==> src/rtl/vcr_digit_display_if.sv <==
// Key input and display output bundle for vcr_digit_display.
// master: the key decoder / display consumer side.
// slave : the digit display block itself.
interface vcr_digit_display_if;
  logic       key_valid;
  logic [3:0] key_code;
  logic [6:0] seg;
  logic [3:0] an;
  logic [2:0] entry_count;
  logic       entry_full;

  modport master (
    output key_valid,
    output key_code,
    input  seg,
    input  an,
    input  entry_count,
    input  entry_full
  );

  modport slave (
    input  key_valid,
    input  key_code,
    output seg,
    output an,
    output entry_count,
    output entry_full
  );
endinterface

==> src/rtl/vcr_digit_display.sv <==
// VCR remote-entry 4-digit display.
// Accepts one decoded key per key_valid assertion into a 4-digit shift
// buffer and multiplexes the digits onto a common 7-segment bus.
// Optional feature macro: IDLE_BLANK_EN -- when defined, the entry is
// auto-cleared after BLANK_TIMEOUT idle cycles with a non-empty buffer.
module vcr_digit_display #(
  parameter int SCAN_DIV      = 25,
  parameter int BLANK_TIMEOUT = 50000
) (
  input logic                 clk_10KHz,
  input logic                 reset,
  vcr_digit_display_if.slave  bus
);

  localparam int DIV_W = (SCAN_DIV > 1) ? $clog2(SCAN_DIV) : 1;

  typedef enum logic {
    WAIT = 1'b0,
    HOLD = 1'b1
  } key_state_e;

  key_state_e       key_state_r;
  logic [3:0]       digit_r [0:3];
  logic [2:0]       count_r;
  logic [DIV_W-1:0] div_r;
  logic [1:0]       index_r;
  logic             accept_s;

  // Active-low segment pattern for one decimal digit (abc_defg).
  function automatic logic [6:0] decode_digit(input logic [3:0] d);
    logic [6:0] s;
    case (d)
      4'd0:    s = 7'b100_0000;
      4'd1:    s = 7'b111_1001;
      4'd2:    s = 7'b010_0100;
      4'd3:    s = 7'b011_0000;
      4'd4:    s = 7'b001_1001;
      4'd5:    s = 7'b001_0010;
      4'd6:    s = 7'b000_0010;
      4'd7:    s = 7'b111_1000;
      4'd8:    s = 7'b000_0000;
      4'd9:    s = 7'b001_1000;
      default: s = 7'b111_1111;
    endcase
    return s;
  endfunction

  // A key is taken only when the FSM is waiting for a fresh press.
  always_comb begin
    accept_s = (key_state_r == WAIT) && bus.key_valid;
  end

`ifdef IDLE_BLANK_EN
  localparam int TMR_W = (BLANK_TIMEOUT > 1) ? $clog2(BLANK_TIMEOUT) : 1;

  logic [TMR_W-1:0] timer_r;
  logic             timeout_s;

  // Idle timer expiry; the timer never runs past BLANK_TIMEOUT-1.
  always_comb begin
    timeout_s = (timer_r == TMR_W'(BLANK_TIMEOUT - 1));
  end
`endif

  // Key FSM, digit buffer, entry count and (optionally) idle timer.
  always_ff @(posedge clk_10KHz) begin
    if (reset) begin
      key_state_r <= WAIT;
      count_r     <= 3'd0;
      for (int i = 0; i < 4; i++) begin
        digit_r[i] <= 4'd0;
      end
`ifdef IDLE_BLANK_EN
      timer_r     <= '0;
`endif
    end else begin
      case (key_state_r)
        WAIT:    if (bus.key_valid)  key_state_r <= HOLD;
        HOLD:    if (!bus.key_valid) key_state_r <= WAIT;
        default: key_state_r <= WAIT;
      endcase

      if (accept_s) begin
        if (bus.key_code <= 4'd9) begin
          // New digit enters on the right; the oldest falls off when full.
          digit_r[3] <= digit_r[2];
          digit_r[2] <= digit_r[1];
          digit_r[1] <= digit_r[0];
          digit_r[0] <= bus.key_code;
          count_r    <= (count_r == 3'd4) ? 3'd4 : count_r + 3'd1;
        end else if (bus.key_code == 4'd10) begin
          count_r <= 3'd0;
        end else if ((bus.key_code == 4'd11) && (count_r != 3'd0)) begin
          digit_r[0] <= digit_r[1];
          digit_r[1] <= digit_r[2];
          digit_r[2] <= digit_r[3];
          digit_r[3] <= 4'd0;
          count_r    <= count_r - 3'd1;
        end
      end
`ifdef IDLE_BLANK_EN
      else if (timeout_s) begin
        count_r <= 3'd0;
      end

      if (accept_s || (count_r == 3'd0) || timeout_s) begin
        timer_r <= '0;
      end else begin
        timer_r <= timer_r + TMR_W'(1);
      end
`endif
    end
  end

  // Digit scan: SCAN_DIV clocks per digit, index walks 0..3.
  always_ff @(posedge clk_10KHz) begin
    if (reset) begin
      div_r   <= '0;
      index_r <= 2'd0;
    end else if (div_r == DIV_W'(SCAN_DIV - 1)) begin
      div_r   <= '0;
      index_r <= index_r + 2'd1;
    end else begin
      div_r   <= div_r + DIV_W'(1);
    end
  end

  // Display drive from registered state only; unused positions blanked.
  always_comb begin
    bus.an          = ~(4'b0001 << index_r);
    bus.entry_count = count_r;
    bus.entry_full  = (count_r == 3'd4);
    if ({1'b0, index_r} < count_r) begin
      bus.seg = decode_digit(digit_r[index_r]);
    end else begin
      bus.seg = 7'b111_1111;
    end
  end

endmodule

==> src/flat_wrapper.sv <==
// flat-port wrapper written by rule: the top's interface ports become plain ports
module vcr_digit_display_flat 
#(
  parameter int SCAN_DIV      = 25,
  parameter int BLANK_TIMEOUT = 50000
)
  (clk_10KHz, reset, bus_key_valid, bus_key_code, bus_seg, bus_an, bus_entry_count, bus_entry_full);
  vcr_digit_display_if bus_i ();
  input logic clk_10KHz;
  input logic reset;
  input wire logic [$bits(bus_i.key_valid)-1:0] bus_key_valid;
  input wire logic [$bits(bus_i.key_code)-1:0] bus_key_code;
  output wire logic [$bits(bus_i.seg)-1:0] bus_seg;
  output wire logic [$bits(bus_i.an)-1:0] bus_an;
  output wire logic [$bits(bus_i.entry_count)-1:0] bus_entry_count;
  output wire logic [$bits(bus_i.entry_full)-1:0] bus_entry_full;
  assign bus_i.key_valid = bus_key_valid;
  assign bus_i.key_code = bus_key_code;
  assign bus_seg = bus_i.seg;
  assign bus_an = bus_i.an;
  assign bus_entry_count = bus_i.entry_count;
  assign bus_entry_full = bus_i.entry_full;
  vcr_digit_display #(.SCAN_DIV(SCAN_DIV), .BLANK_TIMEOUT(BLANK_TIMEOUT)) u_core (.clk_10KHz(clk_10KHz), .reset(reset), .bus(bus_i));
endmodule
==> config.mk <==
export PLATFORM = sky130hd
export DESIGN_NAME = vcr_digit_display_flat
export DESIGN_NICKNAME = d
export VERILOG_FILES = /design/src/rtl/vcr_digit_display_if.sv /design/src/rtl/vcr_digit_display.sv /design/src/flat_wrapper.sv
export SDC_FILE = /design/constraint.sdc
export NUM_CORES = 1
export LEC_CHECK = 0
export CAP_MARGIN = 10
export CORE_MARGIN = 1
export CORE_UTILIZATION = 45
export CTS_BUF_LIST = sky130_fd_sc_hd__clkbuf_16
export DETAILED_ROUTE_END_ITERATION = 6
export PLACE_DENSITY = 0.69
export SLEW_MARGIN = 5
export SYNTH_ARGS = -nofsm -noshare
export SYNTH_HDL_FRONTEND = slang
export SYNTH_SLANG_ARGS = --single-unit
==> constraint.sdc <==
create_clock -name clk_10KHz -period 5 [get_ports clk_10KHz]
set_input_delay 0.75 -clock clk_10KHz [delete_from_list [all_inputs] [get_ports clk_10KHz]]
set_output_delay 0.75 -clock clk_10KHz [all_outputs]
set_load 0.1 [all_outputs]
* Word level (Yosys, flattened, before mapping)
Memory sizes are Yosys's and may differ from the RTL's. A register that Yosys moved wholly into a read port is not among the register bits.
Index checks and enable logic that the tools add are counted.
Widths: inputs -> output; s select.
** Storage, ports and cells
- Bits in registers :: 11
- Bits in latches :: 0
- RAM bits :: 16
- Bits in read-only memories :: 112
- Bits of input ports :: 7
- Output and inout port bits :: 15
- Logic and storage cells :: 61
- Memories kept :: 2
** Operators by class
- Add/sub/neg operators :: 4
- Multiply operators :: 0
- Div/mod/pow operators :: 0
- Magnitude comparators :: 2
- Equal/unequal tests :: 4
- Shifts and indexed selects :: 1
- Mux-type cells :: 28
- Bitwise logic cells :: 10
- Reduce and logical (&&, ||, !) cells :: 6
** Memories
- (no name shown) :: depth 16, bits a word 7, rd ports 1, clocked after memory_dff 0, write ports 0, RTL line vcr_digit_display.sv:32 : case (d)
- u_core.digit_r :: depth 4, bits a word 4, rd ports 5, clocked after memory_dff 1, write ports 4, RTL line vcr_digit_display.sv:23 : logic [3:0] digit_r [0:3];
** Operators by type and width (number)
- $mux 4 :: 8
- $mux 1 :: 13
- $mux 3 :: 4
- $eq 4x4->1 const B :: 2
- $or 1x1->1 :: 8
- $mux 7 :: 1
- $reduce_bool 3->1 :: 2
- $add 5x1->5 const B :: 1
- $eq 5x5->1 const B :: 1
- $le 4x4->1 const B :: 1
- $mux 2 :: 2
- $not 4->4 :: 1
- $shl 1x2->4 const A :: 1
- $add 3x1->3 const B :: 1
- $eq 3x3->1 const B :: 1
- $lt 2x3->1 :: 1
- $sub 3x1->3 const B :: 1
- $add 2x1->2 const B :: 1
- $logic_and 1x1->1 :: 2
- $reduce_and 2->1 :: 1
- $reduce_or 2->1 :: 1
- $not 1->1 :: 1

* Depth between registers and ports, before layout
- Depth after elaboration :: 9
- Mapped depth :: 7
- Gate-level depth less buffers :: 7

* Least setup slack after synthesis
OpenSTA, ideal clock, no wires.
- Path kind :: flip-flop to output port
- Start :: register u_core.count_r[1] (netlist: u_core.bus.entry_count[1])
- End :: output bus_seg[3]
- Arrival :: 3561 ps
- Setup slack :: 689 ps
- Cell stages (with the launch flop) :: 7
- Cell sequence :: dfxtp_1 > inv_1 > ha_1 > a21boi_0 > o21bai_1 > and2_1 > a32oi_1
** Between the ends
- Longest elaborated chain between the ends :: 2
** Ends and longest elaborated chain
- start, declared :: RTL line vcr_digit_display.sv:24 : logic [2:0] count_r;
- start signal, assigned :: RTL line vcr_digit_display.sv:90 : count_r <= (count_r == 3'd4) ? 3'd4 : count_r + 3'd1;
- start signal, assigned :: RTL line vcr_digit_display.sv:98 : count_r <= count_r - 3'd1;
- $lt 2x3->1 :: RTL line vcr_digit_display.sv:133 : if ({1'b0, index_r} < count_r) begin
- $mux 7 :: RTL line vcr_digit_display.sv:133
- end, declared :: RTL line flat_wrapper.sv:13 : output wire logic [$bits(bus_i.seg)-1:0] bus_seg;
Every way passes these cells.

==> impl_metrics.yaml <==
floorplanning:
  start_util: 0.473
  die_x_microns: 64.0
  ioPinCount: 22
  die_y_microns: 64.0
  dieArea_sq_um: 4100
  core_sq_um: 3660
  rows: 22
route:
  wl_microns: 3590
  first_iter_violations: 57
  drc_errors: 0
  drtAntennaViolNets: 0
  wl_per_cell_microns: 14.2
  vias_per_cell: 5.49
  via_count: 1388
  dr.pass1.iters: 6
setup_path:
  rr_worst_depth: 7
  timing.rr.end: "u_core.digit_r[2][1]"
  critPathArrivalTime_ps: 3200
  cp_max_fo: 5
  crit_type: "flip-flop to output pin"
  start_kind: "flip-flop"
  crit_required_ps: 4250
  rrSetupSlack_ps: 2870
  r2r_start: "u_core.bus.entry_count[0]"
  crit_path_end_kind: "output pin"
clock_network:
  cts_resized: 0
  cts.sinks: 29
  htree_levels: 2
  postCtsSetupBuffers: 0
  hold_buffers: 0
  clockBufferDepth: 2
  clk_pin_slew_worst_paths_ps: 50
  clock_latency_ps: 270
  cts_buffers: 5
  cts_tree: "done"
  root_buffer: "clkbuf_16"
sta:
  fin_crit_ps: 3950
  setup_tns_ps: 0
  tightest_slew_ps: 1100
  slew_headroom: 0.259
  rsz0062_at_grt: "false"
  fin_ws_ps: 1050
  clock_skew_ps: 3.77
  setup_viol: 0
  final.period_utilization: 0.790
  drv_slew: 0
  fmaxAchievable_ghz: 0.253
  hold_violations: 0
cells_and_area:
  area_delta_synth_final_pct: 22.6
  diodes: 0
  instances_no_fill: 253
  drive_gt1_frac: 0.0634
  nets: 226
  seq_area_sq_um: 701
  multiInputGateArea_sq_um: 938
  final_util: 0.580
  fill_cells: 327
synth:
  synth_area_sq_um: 1730
  synth_top_area_share: 0.208
  synth_cells: 180
  synth_seq_cells: 29
  post-synth-top-area-cell: "edfxtp_1"
  ys_types: 37
  synth_area_per_cell_sq_um: 9.61
  synth_warnings: 0
  ys_seq_area_frac: 0.405
  ys_top_cells_by_area: "edfxtp_1 (21%), dfxtp_1 (20%), ha_1 (11%)"
  syn-num-nets: 202
global_routing:
  track_usage: 0.196
  grt_pass1_vias: 1319
  grt_pass1_wl_microns: 6070
  antenna_found_initial: 0
  grt_max_degree: 19
  gr-total-overflow: 0
placed_design:
  gp_congestion: 0.910
  dp_hpwl_microns: 2730
  dp_slack_ps: 1330
  port_buffers: 21
  place_inst: 245
power_and_ir_drop:
  switchingPower_uw: 237
  total_power_uw: 729
  power_density_nw_per_um2: 343
  switching_share: 0.326
  p_leak_uw: 0.000838
  comb_power_share: 0.254
  vdd_ir_drop_max_mv: 0.273
  intPower_uw: 491
  clkPwrFrac: 0.374
  seqPwrFrac: 0.372
hold_path:
  min_to: "u_core.div_r[0]"
  hold_class: "flip-flop to flip-flop"
  holdPathStages: 1
  hold_start: "u_core.div_r[0]"
status:
  status: "finished clean"
job:
  maxCapViolCount: 0
[placed cells by master, fill, tap and decap left out, types with 3 or more instances in the layout]
cell type | synthesis | final
clkbuf_16 | 0 | 5
inv_1 | 18 | 18
a32oi_1 | 3 | 3
nand2b_1 | 6 | 6
a21oi_1 | 6 | 6
edfxtp_1 | 12 | 12
dfxtp_1 | 17 | 17
nand4b_1 | 5 | 5
o21ai_1 | 5 | 5
xnor2_1 | 3 | 3
nor2b_1 | 4 | 4
o21ai_0 | 9 | 9
ha_1 | 15 | 15
nor2_1 | 25 | 25
mux2i_1 | 4 | 4
xor2_1 | 3 | 3
nand2_1 | 7 | 7
a22oi_1 | 9 | 9
clkdlybuf4s50_1 | 0 | 21
a211oi_1 | 3 | 3
[stage by stage]
| step | hold WS (ps) | instance area (sq um) |
|---|---|---|
| final | 457 | 2120 |
| after global routing | 492 | 2120 |
| after CTS | 465 | 2120 |
| after detailed placement | 454 | 1980 |
| after global placement | 443 | 1980 |
| after floorplan | 430 | 1730 |
[power by group through the flow]
stage / logic (uW) / clock network, uW / registers, uW
after CTS: 185 / 280 / 271
final: 185 / 273 / 271
after floorplan: 129 / 0 / 285
after detailed placement: 185 / 0 / 275
after global placement: 180 / 0 / 275
after global routing: 198 / 287 / 272
[critical path: stages, from the launching register on]
cell and delay, ps:
dfxtp_1 430, mux4_1 680, inv_1 160, ha_1 270, a32oi_1 220, clkdlybuf4s50_1 1170
[Yosys cell counts (all sizes together)]
master	number
o21ai	14
nor3	1
a21oi	6
nor2b	4
edfxtp	12
xnor2	3
a211oi	3
and2	2
a21boi	1
and3	1
clkbuf	3
nand2b	6
o21bai	1
mux4	4
a21o	1
xor2	3
a22oi	9
a32oi	3
and4	1
a31oi	1
nand3	2
nor4	1
buf	2
inv	18
nand2	7
nand4b	5
dfxtp	17
nor2	26
mux2	1
ha	15
mux2i	4
o22ai	1
or2	2
[sequential cells by signal, indices dropped and copies added (netlist names), named ones only]
register	cells
u_core.key_state_r	1
u_core.index_r	2
u_core.bus.entry_count	3
u_core.digit_r	16
u_core.div_r	5
[per-layer routing]
| metal | vias to the layer above | global-route usage | wire (microns) |
|---|---|---|---|
| met4 | 0 | 0.0909 | 43 |
| met5 | - | 0 | 0 |
| met1 | 657 | 0.236 | 1490 |
| met3 | 4 | 0.0464 | 213 |
| li1 | 686 | - | - |
| met2 | 41 | 0.330 | 1840 |
[area by class of cell]
class / instances / area share
multi-input combinational: 128 / 0.442
timing repair buffer: 22 / 0.103
inverter: 18 / 0.0318
sequential: 29 / 0.330
clock inverter: 3 / 0.00590
tap: 48 / 0.0283
clock buffer: 5 / 0.0590
[kinds of logic (layout without fill, tap and decap cells)]
family | count (synthesis) | after routing | synth area share
fa+ha+maj | 15 | 15 | 0.108
compound gates | 40 | 40 | 0.145
mux | 9 | 9 | 0.0882
simple gates | 58 | 58 | 0.170
buf+inv | 23 | 48 | 0.0528
xor+xnor | 6 | 6 | 0.0304
flops | 29 | 29 | 0.405
[how the worst max path moves through the flow]
stage	startpoint	endpoint	slack, ps
2_1_floorplan	u_core.bus.entry_count[1]	bus_seg[3]	690
3_3_place_gp	flip-flop	bus_seg[0]	1420
3_5_place_dp	flip-flop	bus_seg[3]	1330
4_1_cts	flip-flop	bus_seg[3]	1040
5_1_grt	flip-flop	bus_seg[3]	890
6_report	flip-flop	bus_seg[3]	1050
Note: power is estimated with default switching activity, not from simulation.
